File: config.mk
export PLATFORM = sky130hd
export DESIGN_NAME = systolic_matmul_tile_engine
export DESIGN_NICKNAME = d
export VERILOG_FILES = /design/src/rtl/systolic_matmul_tile_engine.sv
export SDC_FILE = /design/constraint.sdc
export NUM_CORES = 2
export LEC_CHECK = 0
export ABC_AREA = 1
export BUFFER_PORTS_ARGS = -buffer_cell sky130_fd_sc_hd__buf_4
export CAP_MARGIN = 20
export CORE_ASPECT_RATIO = 0.5
export CORE_MARGIN = 4
export CORE_UTILIZATION = 60
export CTS_CLUSTER_SIZE = 12
export DETAILED_ROUTE_END_ITERATION = 7
export PLACE_DENSITY = 0.74
export SLEW_MARGIN = 20
export SYNTH_ARGS = -nofsm -noshare
export SYNTH_HDL_FRONTEND = slang
export SYNTH_SLANG_ARGS = --single-unit
File: constraint.sdc
create_clock -name clk -period 37 [get_ports clk]
set_input_delay 3.7 -clock clk [delete_from_list [all_inputs] [get_ports clk]]
set_output_delay 3.7 -clock clk [all_outputs]
set_load 0.01 [all_outputs]
File: src/rtl/systolic_matmul_tile_engine.sv
// Output-stationary N x N INT MAC tile: C (+)= A*B with runtime K, skewed operand streaming, row-wise drain.
// Optional macro ACC_SATURATE_EN: clamp accumulators to the signed/unsigned range and expose a sticky sat_flag.
module systolic_matmul_tile_engine #(
    parameter int N          = 4,
    parameter int DATA_WIDTH = 4,
    parameter int ACC_WIDTH  = 16,
    parameter int K_MAX      = 64,
    localparam int KW        = $clog2(K_MAX + 1),
    localparam int RW        = $clog2(N)
) (
    input  logic                    clk,
    input  logic                    rst,
    input  logic                    start,
    input  logic [KW-1:0]           k_len,
    input  logic                    signed_mode,
    input  logic                    accumulate,
    input  logic                    in_valid,
    output logic                    in_ready,
    input  logic [N*DATA_WIDTH-1:0] a_col,
    input  logic [N*DATA_WIDTH-1:0] b_row,
    output logic                    out_valid,
    input  logic                    out_ready,
    output logic [N*ACC_WIDTH-1:0]  out_data,
    output logic [RW-1:0]           out_row,
    output logic                    out_last,
    output logic                    busy,
`ifdef ACC_SATURATE_EN
    output logic                    sat_flag,
`endif
    output logic                    done
);

    localparam int DW  = DATA_WIDTH;
    localparam int AW  = ACC_WIDTH;
    localparam int PW  = 2 * DATA_WIDTH + 2;
    localparam int DCW = $clog2(2 * N);

    typedef enum logic [1:0] {S_IDLE, S_LOAD, S_DRAIN, S_OUTPUT} state_t;

    state_t          state_q, state_d;
    logic [KW-1:0]   k_len_q, k_len_d;
    logic [KW-1:0]   beat_cnt_q, beat_cnt_d;
    logic [DCW-1:0]  drain_cnt_q, drain_cnt_d;
    logic [RW-1:0]   row_q, row_d;
    logic            signed_q, signed_d;
    logic            done_q, done_d;
    logic            beat, acc_clr, acc_run;

    logic [DW-1:0]   inj_a [N];
    logic [DW-1:0]   inj_b [N];
    logic [DW-1:0]   a_in  [N][N];
    logic [DW-1:0]   b_in  [N][N];
    logic [AW-1:0]   acc   [N][N];

`ifdef ACC_SATURATE_EN
    logic            sat_hit [N][N];
    logic            sat_any;
    logic            sat_flag_q, sat_flag_d;
`endif

    always_comb begin
        state_d     = state_q;
        k_len_d     = k_len_q;
        beat_cnt_d  = beat_cnt_q;
        drain_cnt_d = drain_cnt_q;
        row_d       = row_q;
        signed_d    = signed_q;
        done_d      = 1'b0;
        beat        = 1'b0;
        acc_clr     = 1'b0;
        in_ready    = 1'b0;
        out_valid   = 1'b0;
`ifdef ACC_SATURATE_EN
        sat_flag_d  = sat_flag_q | sat_any;
`endif
        case (state_q)
            S_IDLE: begin
                if (start) begin
                    k_len_d    = k_len;
                    signed_d   = signed_mode;
                    beat_cnt_d = '0;
                    row_d      = '0;
                    acc_clr    = !accumulate;
`ifdef ACC_SATURATE_EN
                    sat_flag_d = 1'b0;
`endif
                    state_d    = (k_len == '0) ? S_OUTPUT : S_LOAD;
                end
            end
            S_LOAD: begin
                in_ready = 1'b1;
                beat     = in_valid;
                if (beat) begin
                    beat_cnt_d = beat_cnt_q + 1'b1;
                    if (beat_cnt_q == k_len_q - 1'b1) begin
                        state_d     = S_DRAIN;
                        drain_cnt_d = '0;
                    end
                end
            end
            S_DRAIN: begin
                drain_cnt_d = drain_cnt_q + 1'b1;
                if (drain_cnt_q == DCW'(2 * N - 2)) begin
                    state_d = S_OUTPUT;
                end
            end
            S_OUTPUT: begin
                out_valid = 1'b1;
                if (out_ready) begin
                    if (row_q == RW'(N - 1)) begin
                        state_d = S_IDLE;
                        done_d  = 1'b1;
                    end else begin
                        row_d = row_q + 1'b1;
                    end
                end
            end
            default: state_d = S_IDLE;
        endcase
    end

    assign acc_run = (state_q == S_LOAD) || (state_q == S_DRAIN);

    always_ff @(posedge clk or posedge rst) begin
        if (rst) begin
            state_q     <= S_IDLE;
            k_len_q     <= '0;
            beat_cnt_q  <= '0;
            drain_cnt_q <= '0;
            row_q       <= '0;
            signed_q    <= 1'b0;
            done_q      <= 1'b0;
        end else begin
            state_q     <= state_d;
            k_len_q     <= k_len_d;
            beat_cnt_q  <= beat_cnt_d;
            drain_cnt_q <= drain_cnt_d;
            row_q       <= row_d;
            signed_q    <= signed_d;
            done_q      <= done_d;
        end
    end

    // Bubble cycles inject zeros on both edges so A/B alignment survives stalls.
    always_comb begin
        for (int unsigned i = 0; i < N; i++) begin
            inj_a[i] = beat ? a_col[i*DW +: DW] : '0;
            inj_b[i] = beat ? b_row[i*DW +: DW] : '0;
        end
    end

    for (genvar i = 0; i < N; i++) begin : g_skew
        if (i == 0) begin : g_direct
            assign a_in[0][0] = inj_a[0];
            assign b_in[0][0] = inj_b[0];
        end else begin : g_delay
            logic [i*DW-1:0] ska_q, ska_d, skb_q, skb_d;
            if (i == 1) begin : g_one
                always_comb begin
                    ska_d = inj_a[i];
                    skb_d = inj_b[i];
                end
            end else begin : g_many
                always_comb begin
                    ska_d = {ska_q[(i-1)*DW-1:0], inj_a[i]};
                    skb_d = {skb_q[(i-1)*DW-1:0], inj_b[i]};
                end
            end
            always_ff @(posedge clk or posedge rst) begin
                if (rst) begin
                    ska_q <= '0;
                    skb_q <= '0;
                end else begin
                    ska_q <= ska_d;
                    skb_q <= skb_d;
                end
            end
            assign a_in[i][0] = ska_q[i*DW-1 -: DW];
            assign b_in[0][i] = skb_q[i*DW-1 -: DW];
        end
    end

    for (genvar i = 0; i < N; i++) begin : g_row
        for (genvar j = 0; j < N; j++) begin : g_pe
            logic signed [DW:0]   a_x, b_x;
            logic signed [PW-1:0] prod_full;
            logic [AW-1:0]        prod_ext, sum, acc_q, acc_d;

            if (j < N - 1) begin : g_pass_a
                logic [DW-1:0] a_q, a_d;
                always_comb a_d = a_in[i][j];
                always_ff @(posedge clk or posedge rst) begin
                    if (rst) a_q <= '0;
                    else     a_q <= a_d;
                end
                assign a_in[i][j+1] = a_q;
            end
            if (i < N - 1) begin : g_pass_b
                logic [DW-1:0] b_q, b_d;
                always_comb b_d = b_in[i][j];
                always_ff @(posedge clk or posedge rst) begin
                    if (rst) b_q <= '0;
                    else     b_q <= b_d;
                end
                assign b_in[i+1][j] = b_q;
            end

            // One extra operand bit makes a single signed multiply serve both modes.
            always_comb begin
                a_x       = {signed_q & a_in[i][j][DW-1], a_in[i][j]};
                b_x       = {signed_q & b_in[i][j][DW-1], b_in[i][j]};
                prod_full = PW'(a_x) * PW'(b_x);
                prod_ext  = AW'(prod_full);
            end

`ifdef ACC_SATURATE_EN
            logic [AW:0] sum_x;
            logic        ovf;
            always_comb begin
                if (signed_q) begin
                    sum_x = {acc_q[AW-1], acc_q} + {prod_ext[AW-1], prod_ext};
                    ovf   = sum_x[AW] ^ sum_x[AW-1];
                    if (ovf) sum = sum_x[AW] ? {1'b1, {(AW-1){1'b0}}} : {1'b0, {(AW-1){1'b1}}};
                    else     sum = sum_x[AW-1:0];
                end else begin
                    sum_x = {1'b0, acc_q} + {1'b0, prod_ext};
                    ovf   = sum_x[AW];
                    sum   = ovf ? '1 : sum_x[AW-1:0];
                end
            end
            assign sat_hit[i][j] = acc_run && ovf;
`else
            always_comb sum = acc_q + prod_ext;
`endif

            always_comb begin
                acc_d = acc_q;
                if (acc_clr)      acc_d = '0;
                else if (acc_run) acc_d = sum;
            end

            always_ff @(posedge clk or posedge rst) begin
                if (rst) acc_q <= '0;
                else     acc_q <= acc_d;
            end
            assign acc[i][j] = acc_q;
        end
    end

`ifdef ACC_SATURATE_EN
    always_comb begin
        sat_any = 1'b0;
        for (int unsigned i = 0; i < N; i++) begin
            for (int unsigned j = 0; j < N; j++) begin
                sat_any = sat_any | sat_hit[i][j];
            end
        end
    end

    always_ff @(posedge clk or posedge rst) begin
        if (rst) sat_flag_q <= 1'b0;
        else     sat_flag_q <= sat_flag_d;
    end
    assign sat_flag = sat_flag_q;
`endif

    always_comb begin
        out_data = '0;
        out_row  = '0;
        out_last = 1'b0;
        if (state_q == S_OUTPUT) begin
            for (int unsigned j = 0; j < N; j++) begin
                out_data[j*AW +: AW] = acc[row_q][j];
            end
            out_row  = row_q;
            out_last = (row_q == RW'(N - 1));
        end
    end

    assign busy = (state_q != S_IDLE);
    assign done = done_q;

endmodule
[Word level (Yosys, flattened, before mapping)]
Cells that the tools add are included.
Cells by class
  add/subtract/negate cells: 20
  multiply operators: 16
  order comparisons: 1
  eq/ne operators: 13
  muxes and demuxes: 72
  bitwise operators: 33
  reduce and logical (&&, ||, !) cells: 14
Operators with widths (count)
  $mux 16: 32
  $add 16x16->16: 16
  $mux 64: 3
  $mul 5x5->10: 16
  $bmux 64 s2: 1
  $and 1x1->1: 32
  $mux 4: 8
  $mux 2: 11
  $mux 7: 2
  $ne 2x2->1 const B: 7
  $pmux 7 s2: 1
  $reduce_bool 2->1: 5
  $mux 1: 9
  $pmux 2 s4: 1
  $add 7x1->7 const B: 1
  $eq 7x7->1: 1
  $logic_not 7->1: 1
  $sub 7x1->7 const B: 1
  $eq 2x2->1 const B: 3
  $mux 3: 2
  $pmux 3 s2: 1
  $reduce_and 3->1: 2
  $reduce_and 6->1: 1
  $pmux 2 s2: 1
  other kinds (11): 11
Storage, ports and cells
  register bits after elaboration: 423
  logic and storage cells: 222

[Depth between registers and ports, before layout]
  word-level depth: 8
  gate-level depth with buffers: 33
  depth with buffers taken out: 33

[Worst setup path before layout]
Ideal clock, no wire load.
  path kind: input to register
  start point: input in_valid
  end point: register g_row[0].g_pe[0].acc_q[15]
  setup time: 0.117 ns
  data arrival time: 7.868 ns
  data required time: 36.883 ns
  slack: 29.015 ns
  stages on the path: 29
  path buffers: 0
  cell sequence: nand2_1 inv_1 nand2_1 nor2_1 inv_1 nor2_1 fa_1 inv_1 fa_1 fa_1 inv_1 ha_1 nand2_1 nand2_1 nand2_1 nand2_1 nor2_1 nand3_1 nand2_1 ha_1 a21oi_1 o21a_1 nand3_1 nand2_1 nand2_1 inv_1 nand2_1 nand3_1 nand2_1
Between the ends
  cells in the longest elaborated chain, start to end: 7
  elaborated cells between the ends (all ways): 9
  those cells by class: 1 x add/sub; 1 x mul; 5 x mux; 2 x bitwise
Ends and longest elaborated chain
  start: declaration: line 17  | input logic in_valid,
  $mux 1 (*): line 76  | case (state_q)
  $mux 4, on equally long branches: line 147, 148
  $and 1x1->1, on equally long branches: line 210, 211
  $mul 5x5->10 (*): line 212  | prod_full = PW'(a_x) * PW'(b_x);
  $add 16x16->16 (*): line 233  | always_comb sum = acc_q + prod_ext;
  $mux 16 (*): line 239  | else if (acc_run) acc_d = sum;
  $mux 16 (*): line 238  | if (acc_clr) acc_d = '0;
  end signal: assignment: line 243  | if (rst) acc_q <= '0;
  end signal: assignment: line 244  | else acc_q <= acc_d;
  end: declaration: line 187  | logic [AW-1:0] prod_ext, sum, acc_q, acc_d;
Mark *: on every way between the ends. The rest lies on a longest branch, timed or not. The select of a mux whose other input is x is not followed.
A chain may end at the register's enable or synchronous reset.

[Worst setup path in the final report]
Ends and elaborated chain as after synthesis.

==> out/qor.yml <==
fp.dieH_um: 200
gp_congestion: 0.925
hold_class: "register to register"
grt_max_degree: 155
multi_input_area_um2: 28700
grt_pass1_wl_um: 194000
yosys_warnings: 0
overflow: 0
cp_common_cell: "nand2_1"
r2r_cells: 23
min_from: "g_skew[3].g_delay.ska_q[1]"
synth.mux.area_fraction: 0
final.min_clock_period_ns: 8.50
seq_area_um2: 10600
dp_slack_ns: 27.89
yosysUniqueCellTypes: 43
path_clk_slew_ns: 0.07
yosysSeqAreaShare: 0.240
drc: 0
layout_commonest_cell: "nand2_1"
post-cts-setup-buffer-count: 0
pin_count: 117
fin_setup_tns_ns: 0
drt_iter0_drc: 2607
synthSimpleGateAreaFrac: 0.216
synthXorXnorAreaFrac: 0.0241
drive_gt1_frac: 0.0442
wl_per_cell_um: 16.4
min_path_cells: 0
first_global_vias: 38904
r2r_end: "g_row[3].g_pe[1].acc_q[14]"
slew_viol_final: 0
r2r_slack_ns: 30.80
reg2reg_from: "signed_q"
finalCritPeriodShare: 0.230
port_buffers: 116
worstSkewPairLatency_ns: 0.62
relSlewSlack: 0.342
finalHoldViolCount: 0
drtPass1Iterations: 6
hold_buffers: 0
power.density_nw_per_um2: 50.9
rsz0062_at_grt: "no"
root_buffer: "clkbuf_16"
synth-edff-count: 0
syn_area_per_cell_um2: 7.28
rows: 70
status: "finished clean"
slowest_stage: "fa_1"
max_freq_ghz: 0.118
synthAdderAreaFrac: 0.269
cellLeakagePower_nw: 27.7
cts_resized: 0
cts-buffers-inserted: 46
clock-skew-final_ns: 0.0239
synthArstFlopShare: 1.00
die_x_um: 392
antenna_found_initial: 5
crit_arrival_ns: 9.00
dp_hpwl_um: 90100
totalPowerFinal_mw: 2.42
synth_top_family_by_area: "adder cells"
grtUsageTotal: 0.305
die_area_um2: 78300
htree_levels: 2
worst_pin_slew_ns: 0.987
end_kind: "register"
synth-seq-cells: 423
fillers: 6539
vias: 39371
antenna_left: 0
synth-compound-area-share: 0.140
min_to: "g_skew[3].g_delay.ska_q[5]"
core_um2: 73000
cp-start-kind: "input port"
cts_tree: "yes"
viasPerCell: 5.51
start_util: 0.606
final_nets: 6961
slowest_delay_ns: 0.51
clock-sinks: 423
max_cap_viol_count: 0
clock_path_buffers: 3
synth_flop_cell: "dfrtp_1"
netlist_instances: 6071
worstPathMaxFanout: 36
critical_path_class: "input port to register"
synth_nets: 6894
cp.required_ns: 37.50
wirelength_um: 117000
fin_ws_ns: 28.50
setup_viol_count_final: 0
syn_area_um2: 44200
ir_drop_mv: 0.0613
synthToLayoutAreaGrowth_pct: 7.38
layout_common_cells: "1,423 x nand2_1, 1,163 x inv_1, 526 x a21oi_1"
## cells in the mapped netlist (all sizes together), types with 4 or more instances
cell | count | share of area
a211oi | 12 | 0.0020
a21boi | 8 | 0.0014
a21o | 29 | 0.0049
a21oi | 526 | 0.060
a22o | 4 | 0.00079
a31oi | 22 | 0.0031
buf | 66 | 0.0074
clkbuf | 50 | 0.0042
dfrtp | 423 | 0.24
fa | 288 | 0.13
ha | 489 | 0.14
inv | 1171 | 0.099
nand2 | 1424 | 0.12
nand3 | 340 | 0.039
nand3b | 34 | 0.0058
nand4 | 44 | 0.0062
nor2 | 374 | 0.033
nor3 | 21 | 0.0026
nor4 | 5 | 0.00071
o211ai | 4 | 0.00068
o21a | 26 | 0.0044
o21ai | 461 | 0.052
o21bai | 13 | 0.0025
o22ai | 55 | 0.0078
or2 | 55 | 0.0078
xnor2 | 46 | 0.0091
xor2 | 73 | 0.014
## worst max path at each step
stage               startpoint                          to  slack [ns]  cells past startpoint
floorplan                  rst               beat_cnt_q[0]       21.52                      1
global placement      in_valid  g_row[0].g_pe[0].acc_q[15]       27.87                     31
detailed placement    in_valid  g_row[0].g_pe[0].acc_q[15]       27.89                     31
CTS                   in_valid  g_row[0].g_pe[0].acc_q[15]       28.51                     31
global route          in_valid  g_row[0].g_pe[0].acc_q[15]       28.09                     31
finish                in_valid  g_row[0].g_pe[0].acc_q[15]       28.50                     31
## power by group
group / internal [mW] / switching (mW)
Clock: 0.276 / 0.208
Sequential: 0.578 / 0.130
Combinational: 0.391 / 0.833
## logic make-up after synthesis
kind of cell | count (synthesis)
fa+ha+maj | 777
simple gates | 2299
buf+inv | 1287
compound gates | 1165
flops | 423
xor+xnor | 120
## registers in the layout, indices dropped and copies added (netlist names), 3 cells and up
name                     cells
g_skew.g_delay.skb_q        20
g_row.g_pe.acc_q           256
g_row.g_pe.g_pass_b.b_q     48
g_row.g_pe.g_pass_a.a_q     48
g_row.g_pe.g_pass_b.b_d      4
g_skew.g_delay.ska_q        20
beat_cnt_q                   7
k_len_q                      7
drain_cnt_q                  3
g_row.g_pe.g_pass_a.a_d      4
## layer usage
layer  routed length [um]  track usage  up-vias  part of all wire
li1                     -            -    19541                 -
met2                53300        0.510     1033              0.45
met3                 7030       0.0486      211             0.060
met1                53100        0.411    18586              0.45
met5                    0            0        -                 0
met4                 3780        0.100        0             0.032
## area by class of cell
class                      instances  area share
sequential                       423       0.223
clock buffer                      75      0.0300
multi-input combinational       4361       0.605
inverter                        1171      0.0929
antenna                            1   0.0000527
clock inverter                     7     0.00179
tap                              972      0.0256
timing repair buffer             135      0.0217
## worst max-delay path: cells and delay by family
kind	cells	cell delay, ns
fa+ha+maj	5	2.16
simple gates	17	1.73
buf+inv	7	1.05
compound gates	2	0.37
## stage by stage
| step | instance area (um2) | hold slack (ns) | util | std cells |
|---|---|---|---|---|
| floorplan | 44200 | 0.331 | - | 6071 |
| global placement | 45900 | 0.334 | 0.630 | 7062 |
| detailed placement | 45900 | 0.336 | 0.630 | 7062 |
| CTS | 47400 | 0.345 | 0.650 | 7144 |
| global route | 47400 | 0.351 | 0.650 | 7144 |
| finish | 47400 | 0.341 | 0.650 | 7145 |
(Power assumes the default switching activity.)
